[src/rtl/sram_bus_arbiter_pkg.sv]
// Shared encodings for the SRAM-like bus arbiter: FSM states, owner IDs and access sizes.
package sram_bus_arbiter_pkg;

  typedef enum logic [1:0] {
    ST_IDLE = 2'd0,
    ST_ADDR = 2'd1,
    ST_DATA = 2'd2
  } state_t;

  localparam logic OWN_INST = 1'b0;
  localparam logic OWN_DATA = 1'b1;

  localparam logic [1:0] SZ_BYTE = 2'd0;
  localparam logic [1:0] SZ_HALF = 2'd1;
  localparam logic [1:0] SZ_WORD = 2'd2;

endpackage

[src/rtl/sram_arb_pick.sv]
// Arbitration policy: data wins, but after STARVE_MAX data grants with fetch waiting, fetch is forced.
module sram_arb_pick
  import sram_bus_arbiter_pkg::*;
#(
  parameter int STARVE_MAX = 4
) (
  input  logic       inst_req_i,
  input  logic       data_req_i,
  input  logic [2:0] starve_cnt_i,
  output logic       grant_valid_o,
  output logic       grant_owner_o,
  output logic [2:0] starve_cnt_o
);

  always_comb begin
    grant_valid_o = inst_req_i | data_req_i;
    grant_owner_o = OWN_INST;
    starve_cnt_o  = starve_cnt_i;
    if (inst_req_i && data_req_i) begin
      if (starve_cnt_i < 3'(STARVE_MAX)) begin
        grant_owner_o = OWN_DATA;
        starve_cnt_o  = starve_cnt_i + 3'd1;
      end else begin
        starve_cnt_o = 3'd0;
      end
    end else if (data_req_i) begin
      grant_owner_o = OWN_DATA;
    end else if (inst_req_i) begin
      starve_cnt_o = 3'd0;
    end
  end

endmodule

[src/rtl/sram_bus_arbiter.sv]
// Shares one SRAM-like master port between instruction fetch and data access,
// one outstanding transaction at a time.
module sram_bus_arbiter
  import sram_bus_arbiter_pkg::*;
#(
  parameter int STARVE_MAX = 4,
  parameter int AW         = 32,
  parameter int DW         = 32
) (
  input  logic          clk,
  input  logic          rst,
  input  logic          inst_req,
  input  logic [AW-1:0] inst_addr,
  output logic          inst_addr_ok,
  output logic          inst_data_ok,
  output logic [DW-1:0] inst_rdata,
  input  logic          data_req,
  input  logic          data_wr,
  input  logic [1:0]    data_size,
  input  logic [AW-1:0] data_addr,
  input  logic [DW-1:0] data_wdata,
  output logic          data_addr_ok,
  output logic          data_data_ok,
  output logic [DW-1:0] data_rdata,
  output logic          bus_req,
  output logic          bus_wr,
  output logic [1:0]    bus_size,
  output logic [AW-1:0] bus_addr,
  output logic [DW-1:0] bus_wdata,
  input  logic          bus_addr_ok,
  input  logic          bus_data_ok,
  input  logic [DW-1:0] bus_rdata
);

  state_t        state_q;
  logic          owner_q;
  logic [2:0]    starve_q;
  logic          bus_req_q;
  logic          bus_wr_q;
  logic [1:0]    bus_size_q;
  logic [AW-1:0] bus_addr_q;
  logic [DW-1:0] bus_wdata_q;
  logic [DW-1:0] inst_rdata_q;
  logic [DW-1:0] data_rdata_q;

  logic          grant_valid;
  logic          grant_owner;
  logic [2:0]    starve_d;
  logic          addr_hs;
  logic          data_hs;

  sram_arb_pick #(
    .STARVE_MAX(STARVE_MAX)
  ) u_pick (
    .inst_req_i   (inst_req),
    .data_req_i   (data_req),
    .starve_cnt_i (starve_q),
    .grant_valid_o(grant_valid),
    .grant_owner_o(grant_owner),
    .starve_cnt_o (starve_d)
  );

  // Handshakes are suppressed during reset so an abandoned transaction never leaks a pulse.
  assign addr_hs = !rst && (state_q == ST_ADDR) && bus_addr_ok;
  assign data_hs = !rst && (state_q == ST_DATA) && bus_data_ok;

  assign inst_addr_ok = addr_hs && (owner_q == OWN_INST);
  assign data_addr_ok = addr_hs && (owner_q == OWN_DATA);
  assign inst_data_ok = data_hs && (owner_q == OWN_INST);
  assign data_data_ok = data_hs && (owner_q == OWN_DATA);

  assign inst_rdata = inst_data_ok ? bus_rdata : inst_rdata_q;
  assign data_rdata = data_data_ok ? bus_rdata : data_rdata_q;

  assign bus_req   = bus_req_q;
  assign bus_wr    = bus_wr_q;
  assign bus_size  = bus_size_q;
  assign bus_addr  = bus_addr_q;
  assign bus_wdata = bus_wdata_q;

  always_ff @(posedge clk) begin
    if (rst) begin
      state_q      <= ST_IDLE;
      owner_q      <= OWN_INST;
      starve_q     <= 3'd0;
      bus_req_q    <= 1'b0;
      bus_wr_q     <= 1'b0;
      bus_size_q   <= 2'd0;
      bus_addr_q   <= '0;
      bus_wdata_q  <= '0;
      inst_rdata_q <= '0;
      data_rdata_q <= '0;
    end else begin
      case (state_q)
        ST_IDLE: begin
          if (grant_valid) begin
            state_q   <= ST_ADDR;
            owner_q   <= grant_owner;
            starve_q  <= starve_d;
            bus_req_q <= 1'b1;
            if (grant_owner == OWN_DATA) begin
              bus_wr_q    <= data_wr;
              bus_size_q  <= data_size;
              bus_addr_q  <= data_addr;
              bus_wdata_q <= data_wdata;
            end else begin
              bus_wr_q    <= 1'b0;
              bus_size_q  <= SZ_WORD;
              bus_addr_q  <= inst_addr;
              bus_wdata_q <= '0;
            end
          end
        end
        ST_ADDR: begin
          if (bus_addr_ok) begin
            state_q   <= ST_DATA;
            bus_req_q <= 1'b0;
          end
        end
        ST_DATA: begin
          if (bus_data_ok) begin
            state_q <= ST_IDLE;
            if (owner_q == OWN_DATA) data_rdata_q <= bus_rdata;
            else                     inst_rdata_q <= bus_rdata;
          end
        end
        default: state_q <= ST_IDLE;
      endcase
    end
  end

endmodule

[config.mk]
export PLATFORM = sky130hd
export DESIGN_NAME = sram_bus_arbiter
export DESIGN_NICKNAME = d
export VERILOG_FILES = /design/src/rtl/sram_bus_arbiter_pkg.sv /design/src/rtl/sram_arb_pick.sv /design/src/rtl/sram_bus_arbiter.sv
export SDC_FILE = /design/constraint.sdc
export NUM_CORES = 1
export LEC_CHECK = 0
export ABC_CLOCK_PERIOD_IN_PS = 1700
export CORE_MARGIN = 2
export CORE_UTILIZATION = 37
export DETAILED_ROUTE_END_ITERATION = 16
export PLACE_DENSITY = 0.76
export REMOVE_ABC_BUFFERS = 1
export SKIP_CTS_REPAIR_TIMING = 1
export SYNTH_ARGS = -nofsm -noshare
export SYNTH_HDL_FRONTEND = slang
export SYNTH_HIERARCHICAL = 1
export SYNTH_SLANG_ARGS = --single-unit
[constraint.sdc]
create_clock -name clk -period 1.7 [get_ports clk]
set_clock_uncertainty 0.15 [all_clocks]
set_input_delay 0.255 -clock clk [delete_from_list [all_inputs] [get_ports clk]]
set_output_delay 0.255 -clock clk [all_outputs]
set_load 0.005 [all_outputs]
==> flow_summary.json <==
{
  "critPathKind": "register to output port",
  "floorplan.io_pins": 273,
  "cts_tree": "done",
  "core-area_sq_mm": 0.0153,
  "violations": "negative setup slack",
  "drive_gt1_share_pct": 31.8,
  "final_antenna_net_count": 0,
  "cts_buffers": 17,
  "grt.total_usage_pct": 22.8,
  "vias": 6009,
  "drv_cap": 0,
  "dr.pass1.iters": 5,
  "wl_per_cell_microns": 19.7,
  "crit_path_cell_trace": "nand3b_4 > nor3b_4 > buf_6 > buf_6 > clkbuf_16 > buf_6 > mux2_4 > buf_6",
  "synth_top_area_share_pct": 47.2,
  "rows": 45,
  "drv_slew": 0,
  "syn_avg_cell_area_sq_um": 10.3,
  "rsz0062_at_grt": "true",
  "clkLatencyLatePin_ps": 410,
  "dpl.hpwl_microns": 14100,
  "fin_ws_ps": -776,
  "startpoint_type": "register",
  "ys_top_cells_by_area": "dfxtp_1 (47%), mux2_2 (11%), a22o_1 (9.6%)",
  "die_w_microns": 130,
  "htree_levels": 4,
  "grt_pass1_wl_microns": 30000,
  "clock-sinks": 138,
  "yosysUniqueCellTypes": 37,
  "outcome": "complete, but fails checks",
  "syn_inst": 566,
  "critPathArrivalTime_ps": 2070,
  "synth_common_cells": "dfxtp_1 (138), a22o_1 (64), mux2_2 (57), nand2_1 (45), a21oi_1 (39)",
  "cts_buffer_depth": 2,
  "finalSetupTns_ps": -47750,
  "hold_violations": 0,
  "synth-warning-count": 6,
  "p_leak_nw": 5.32,
  "power_density_mw_per_mm2": 816,
  "setup_violations": 88,
  "synth_most_common_cell": "dfxtp_1",
  "root_buffer": "clkbuf_16",
  "tightest_slew_ps": 644,
  "postRouteWirelength_microns": 22500,
  "crit_top_cell": "buf_6",
  "routabilityCongestion": 0.830,
  "syn_to_final_growth_pct": 81.2,
  "ys_ff_latch": 138,
  "syn_area_sq_mm": 0.00585,
  "die_h_microns": 130,
  "drt-vias-per-instance": 5.25,
  "die-area_sq_mm": 0.0168,
  "r2r_setup_slack_ps": -210,
  "start_util_pct": 38.2,
  "gr-total-overflow": 0,
  "worstPathMaxFanout": 5,
  "slowest_delay_ps": 320,
  "cp-end-kind": "output port",
  "async_flop_share_pct": 0,
  "fmax_mhz": 404,
  "irDropWorstVdd_mv": 0.628,
  "io_buffers": 272,
  "hp-class": "input port to register",
  "drt_iter0_drc": 286,
  "ys.flop_type": "dfxtp_1",
  "nNetsFinal": 1057,
  "grt_max_degree": 61,
  "clk_pin_slew_ps": 60,
  "grt_antenna_before_repair": 1,
  "synth.largest_area_cell": "dfxtp_1",
  "worstPathRequired_ps": 1290,
  "slew-limit-headroom_pct": 57.0,
  "hold-worst-slack_ps": 196,
  "fin_crit_sh_pct": 146,
  "drc": 0,
  "cp_slowest_cell": "dfxtp_2",
  "grt_pass1_vias": 5847,
  "synth_edf_count": 0,
  "seq_area_frac_synth_pct": 47.2,
  "min_period_ps": 2480
}
registers in the layout, indices dropped and copies added, names as in the netlist:
| signal | flops |
|---|---|
| state_q | 2 |
| bus_addr | 32 |
| bus_wdata | 32 |
| bus_wr | 1 |
| bus_req | 1 |
| bus_size | 2 |
| owner_q | 1 |
| data_rdata_q | 32 |
| starve_q | 3 |
| inst_rdata_q | 32 |
critical path, delay by kind of cell, from the launching register on:
family | cells | cell delay, ps
multiplexers | 1 | 310
flip-flops | 1 | 320
AND/OR/NAND/NOR | 2 | 430
buffers and inverters | 5 | 600
worst paths after layout:
| path | from | end | cells past startpoint |
|---|---|---|---|
| hold reg to reg | bus_wdata[7] | bus_wdata[7] | 2 |
| setup reg to reg | state_q[0] | inst_rdata_q[25] | 10 |
| setup / recovery | state_q[0] | data_rdata[9] | 8 |
| hold / removal | rst | bus_wdata[29] | 3 |
cells by family after synthesis:
family | synth area share (%)
compound gates | 18.3
mux | 18.0
simple gates | 10.5
buf+inv | 5.81
fa+ha+maj | 0.214
flops | 47.2
metrics by stage:
stage / setup WS [ps] / instances / cell area (sq um) / power [mW] / utilization (%)
floorplan: -4710 / 513 / 5530 / 4.00 / -
global placement: -913 / 1070 / 9250 / 4.97 / 60.4
detailed placement: -956 / 1070 / 9250 / 5.02 / 60.4
CTS: -991 / 1102 / 9840 / 8.69 / 64.2
global route: -843 / 1144 / 10600 / 9.01 / 69.3
finish: -776 / 1144 / 10600 / 8.65 / 69.3
routing by layer:
metal	vias to the layer above	share of wire (%)	track usage [%]
li1	2773	-	-
met1	2886	36	25.1
met2	279	50	38.0
met3	71	9.2	9.55
met4	0	4.6	11.4
met5	-	0	0
cell usage in the layout (no fill, tap or decap), drive strengths merged, types with 2 or more instances in the layout:
| cell type | instances |
|---|---|
| mux2 | 64 |
| nand3 | 34 |
| o22ai | 2 |
| a21oi | 39 |
| bufinv | 2 |
| inv | 7 |
| dfxtp | 138 |
| clkinv | 5 |
| nand2 | 45 |
| o21ai | 3 |
| a211oi | 32 |
| nor3 | 3 |
| buf | 133 |
| clkbuf | 66 |
| a22o | 64 |
| mux2i | 33 |
| nand2b | 4 |
| clkinvlp | 4 |
| nor2 | 34 |
| nor3b | 3 |
| dlymetal6s2s | 61 |
| clkdlybuf4s50 | 145 |
final cells by class:
class / instances / area [sq um]
diodes: 1 / 2.50
fillers: 1100 / 4710
flip-flops and latches: 138 / 2770
clock inverters: 14 / 145
inverters: 4 / 15.0
well taps: 211 / 264
repair buffers: 387 / 3990
multi-input cells: 371 / 2980
clock buffers: 18 / 439
power breakdown:
part / internal [mW] / switching, mW
Combinational: 0.877 / 0.614
Clock: 2.20 / 1.48
Sequential: 3.39 / 0.0846
Power figures use the tool's default switching activity.
